File: src/rtl/s3g_rx_buf.sv
// S3G packet receiver: frames 0xD5 | len | payload | CRC8 from UART bytes and holds a good payload until acked.
// Optional inter-byte timeout is compiled in with `define S3G_RX_TIMEOUT_EN.
module s3g_rx_buf #(
  parameter int MAX_PAYLOAD    = 32,
  parameter int ADDR_W         = 5,
  parameter int TIMEOUT_CYCLES = 50000,
  parameter int TO_W           = 16
) (
  input  logic              clk,
  input  logic              rst,
  input  logic [7:0]        rx_data,
  input  logic              rx_done,
  output logic              packet_ready,
  output logic [7:0]        payload_len,
  input  logic [ADDR_W-1:0] rd_addr,
  output logic [7:0]        rd_data,
  input  logic              packet_ack,
  output logic              busy,
  output logic              crc_err,
  output logic              len_err,
  output logic              overrun_err,
  output logic              timeout_err
);

  typedef enum logic [2:0] {IDLE, LEN, PAYLOAD, CRC, HOLD} state_t;

  localparam logic [7:0] SOF  = 8'hD5;
  localparam logic [7:0] MAXP = 8'(MAX_PAYLOAD);

  state_t      state, nxt;
  logic [7:0]  crc, idx, len;
  logic [7:0]  mem [2**ADDR_W];
  logic        len_ok, crc_ok, last, to_hit;
  logic        crc_err_d, len_err_d, overrun_err_d, timeout_err_d;

  function automatic logic [7:0] crc8(input logic [7:0] c_in, input logic [7:0] d);
    logic [7:0] c;
    c = c_in;
    for (int i = 0; i < 8; i++) begin
      if (c[0] ^ d[i]) c = (c >> 1) ^ 8'h8C;
      else             c = c >> 1;
    end
    return c;
  endfunction

  assign len_ok = (rx_data != 8'd0) && (rx_data <= MAXP);
  assign crc_ok = (rx_data == crc);
  assign last   = (idx == len - 8'd1);

`ifdef S3G_RX_TIMEOUT_EN
  logic [TO_W-1:0] to_cnt;
  logic            to_run;

  assign to_run = (state == LEN) || (state == PAYLOAD) || (state == CRC);
  // A byte arriving on the terminal cycle takes precedence over the timeout.
  assign to_hit = to_run && !rx_done && (to_cnt == TO_W'(TIMEOUT_CYCLES - 1));

  always_ff @(posedge clk) begin
    if (rst || rx_done || !to_run || to_hit) to_cnt <= '0;
    else                                     to_cnt <= to_cnt + 1'b1;
  end
`else
  // Timeout parameters stay in the interface; this evaluates to constant 0.
  assign to_hit = (TIMEOUT_CYCLES < 0) || (TO_W < 0);
`endif

  always_ff @(posedge clk) begin
    if (rst) state <= IDLE;
    else     state <= nxt;
  end

  always_comb begin
    nxt = state;
    if (to_hit) nxt = IDLE;
    else begin
      case (state)
        IDLE:    if (rx_done && rx_data == SOF) nxt = LEN;
        LEN:     if (rx_done) nxt = len_ok ? PAYLOAD : IDLE;
        PAYLOAD: if (rx_done && last) nxt = CRC;
        CRC:     if (rx_done) nxt = crc_ok ? HOLD : IDLE;
        HOLD:    if (packet_ack) nxt = IDLE;
        default: nxt = IDLE;
      endcase
    end
  end

  always_comb begin
    crc_err_d     = (state == CRC) && rx_done && !crc_ok;
    len_err_d     = (state == LEN) && rx_done && !len_ok;
    overrun_err_d = (state == HOLD) && rx_done;
    timeout_err_d = to_hit;
  end

  assign busy         = (state != IDLE);
  assign packet_ready = (state == HOLD);

  always_ff @(posedge clk) begin
    if (rst) begin
      crc         <= '0;
      idx         <= '0;
      len         <= '0;
      payload_len <= '0;
      crc_err     <= 1'b0;
      len_err     <= 1'b0;
      overrun_err <= 1'b0;
      timeout_err <= 1'b0;
    end else begin
      crc_err     <= crc_err_d;
      len_err     <= len_err_d;
      overrun_err <= overrun_err_d;
      timeout_err <= timeout_err_d;
      if (rx_done) begin
        case (state)
          IDLE:    if (rx_data == SOF) begin
                     crc <= '0;
                     idx <= '0;
                   end
          LEN:     if (len_ok) len <= rx_data;
          PAYLOAD: begin
                     crc <= crc8(crc, rx_data);
                     idx <= idx + 8'd1;
                   end
          CRC:     if (crc_ok) payload_len <= len;
          default: ;
        endcase
      end
    end
  end

  // Payload RAM is never reset and only written while receiving payload.
  always_ff @(posedge clk) begin
    if (state == PAYLOAD && rx_done) mem[idx[ADDR_W-1:0]] <= rx_data;
  end

  always_ff @(posedge clk) begin
    if (rst) rd_data <= '0;
    else     rd_data <= mem[rd_addr];
  end

endmodule

File: config.mk
export PLATFORM = sky130hd
export DESIGN_NAME = s3g_rx_buf
export DESIGN_NICKNAME = d
export VERILOG_FILES = /design/src/rtl/s3g_rx_buf.sv
export SDC_FILE = /design/constraint.sdc
export NUM_CORES = 1
export LEC_CHECK = 0
export BUFFER_PORTS_ARGS = -buffer_cell sky130_fd_sc_hd__buf_2
export CORE_ASPECT_RATIO = 1.1
export CORE_UTILIZATION = 45
export DETAILED_ROUTE_END_ITERATION = 16
export PLACE_DENSITY = 0.64
export SETUP_SLACK_MARGIN = 0.5
export SLEW_MARGIN = 20
export SYNTH_ARGS = -nofsm -noshare
export SYNTH_HDL_FRONTEND = slang
export SYNTH_SLANG_ARGS = --single-unit
File: constraint.sdc
create_clock -name clk -period 3 [get_ports clk]
set_input_delay 0.3 -clock clk [delete_from_list [all_inputs] [get_ports clk]]
set_output_delay 0.3 -clock clk [all_outputs]
set_load 0.01 [all_outputs]
==> flow_summary.toml <==
[outcome]
status = "completed"

[synthesis]
ys_types = 54
synth_edf_count = 256
postSynthCellCount = 699
synth_ff_type = "edfxtp_1"
async_reset_ff_frac = 0
synth.area.top_cells = "edfxtp_1 63%, mux4_2 12%, dfxtp_1 7.5%, mux2i_1 4.0%, nor2_1 2.4%"
yosysWarningCount = 0
syn_area_sq_mm = 0.0123
ys_seq_elements = 302
ys_seq_area_frac = 0.702
synth_top_area_frac = 0.627
synth_top_area_cell = "edfxtp_1"
avgSynthCellArea_sq_um = 17.5
syn_nets = 721

[worst_setup_path]
arrival_ns = 2.56
start_kind = "register"
path_max_fanout = 9
worstPathRequired_ns = 3.27
critPathCaptureType = "register"
path_class = "register to register"

[timing]
holdWs_ns = 0.0482
worst_slew_pin_slew_ns = 0.832
grt_setup_unrepaired = "true"
period_minus_slack_ns = 2.30
slew_headroom = 0.445
tns_ns = 0
finClkSkew_ns = 0.0115
hold_viol = 0
slew_violations = 0
finalSetupViolCount = 0
fmax_ghz = 0.436
min_period_over_period = 0.765

[global_route]
track_usage = 0.194
grt_overflow = 0
grt_pass1_vias = 6726
grt_max_degree = 48
grt_pass1_wl_um = 40700
antenna_found_initial = 1

[placed_design]
place_hpwl_um = 17000
io_buffers = 37
dp_cells = 1101
gp_congestion = 0.818

[floorplanning]
rows = 63
die_area_sq_mm = 0.0279
start_util = 0.456
ios = 39
die_h_um = 175
core_area_sq_mm = 0.0269
die_w_um = 159

[cells_and_area]
final_util = 0.527
nets = 799
seq_area_sq_mm = 0.00861
finalNonFillerCells = 1159
drive_above_1_share = 0.259
num-fill-cells = 2150
syn_to_final_growth_pct = 15.5
diodes = 0
multiInputGateArea_sq_mm = 0.00344

[pwr]
vdd_ir_drop_max_uv = 419
p_per_area_mw_per_mm2 = 631
p_leak_nw = 4.79
power_mw = 8.93

[routing]
route.detailed.drc = 0
final_antenna_net_count = 0
drtIter0Drc = 487
dr_total_vias = 6409
wl_um = 26200
avgViaCountPerCell = 5.53
wl_per_cell_um = 22.6
drtPass1Iterations = 4

[clock_network]
htree_levels = 1
cts_buffers = 31
ctsHoldBuffers = 0
clock_sinks = 302
postCtsSetupBuffers = 0
clk_pin_slew_ns = 0.06
insertion_delay_ns = 0.56
clock-root-buffer = "clkbuf_16"
clock_tree.buffer_depth = 3
cts_tree = "yes"
cts_resized = 0

[hold_path]
hold_path_class = "primary input to register"

[run]
cap_violations = 0
[path summary, 6_finish.rpt]
kind                                      from              to  slack (ns)  depth (start not counted)
worst max-delay path                  state[1]      mem[26][3]        0.70                          5
worst max register to register        state[1]      mem[26][3]        0.70                          5
worst min-delay path                packet_ack        state[2]        0.05                          4
worst min register to register  payload_len[7]  payload_len[7]        0.49                          2
[cell families (layout without fill, tap and decap cells)]
| kind of cell | Yosys count | in the layout | share of synthesized area |
|---|---|---|---|
| multiplexers | 114 | 114 | 0.159 |
| XOR/XNOR | 36 | 36 | 0.0292 |
| flip-flops | 302 | 302 | 0.702 |
| other | 1 | 1 | 0.000306 |
| adder cells (fa/ha/maj) | 5 | 5 | 0.00510 |
| buffers and inverters | 48 | 151 | 0.0178 |
| AO/OA/AOI/OAI | 42 | 42 | 0.0272 |
| AND/OR/NAND/NOR | 151 | 151 | 0.0596 |
[cell usage after synthesis (all sizes together), types with 8 or more instances]
cell	count
nand2	21
mux2i	49
a22o	8
edfxtp	256
buf	20
xnor2	27
inv	11
a221o	8
clkbuf	17
dfxtp	46
mux4	64
nor2	79
[report_power, final]
group / total [mW] / leakage (nW) / switching (mW) / internal, mW
sequential: 4.56 / 2.67 / 0.00305 / 4.55
clock: 3.97 / 0.531 / 1.60 / 2.37
combinational: 0.404 / 1.59 / 0.242 / 0.162
total: 8.93 / 4.79 / 1.85 / 7.08
[cell usage in the layout, fill, tap and decap left out, types with 8 or more instances in the layout]
| master | instances |
|---|---|
| edfxtp_1 | 256 |
| nor2_1 | 77 |
| mux4_2 | 64 |
| mux2i_1 | 49 |
| dfxtp_1 | 46 |
| buf_4 | 45 |
| buf_2 | 36 |
| clkbuf_16 | 34 |
| xnor2_1 | 26 |
| nand2_1 | 21 |
| inv_1 | 11 |
| a22o_1 | 8 |
| a221o_1 | 8 |
[cell type report]
cell class                 instances  share of cell area
sequential                       302               0.608
multi-input combinational        349               0.243
clock buffer                      39              0.0628
timing repair buffer              82              0.0380
tap                              357              0.0316
clock inverter                    19              0.0135
inverter                          11             0.00292
[critical path: stages (launching register included)]
cell     delay, ns
dfxtp_1       0.45
nor3b_1       0.35
and2_1        0.30
nand2_1       0.29
nor2_1        0.42
buf_4         0.22
[per-stage QoR]
stage	worst slack [ns]	area, sq um
after floorplan	0.875	12300
after global placement	0.627	13100
after detailed placement	0.554	13100
after CTS	0.650	14200
after global routing	0.489	14200
final	0.704	14200
[sequential cells by signal, indices dropped and copies added (netlist names)]
signal       count
crc              8
len_err          1
crc_err          1
len              8
payload_len      8
state            3
mem            256
rd_data          8
idx              8
overrun_err      1
[per-layer routing]
layer | track usage | vias up | wire length [um]
met3 | 0.0235 | 45 | 1540
li1 | - | 2905 | -
met4 | 0.0493 | 2 | 638
met1 | 0.267 | 3291 | 11200
met2 | 0.328 | 166 | 12700
met5 | 0 | - | 13
Note: power is estimated with default switching activity, not from simulation.
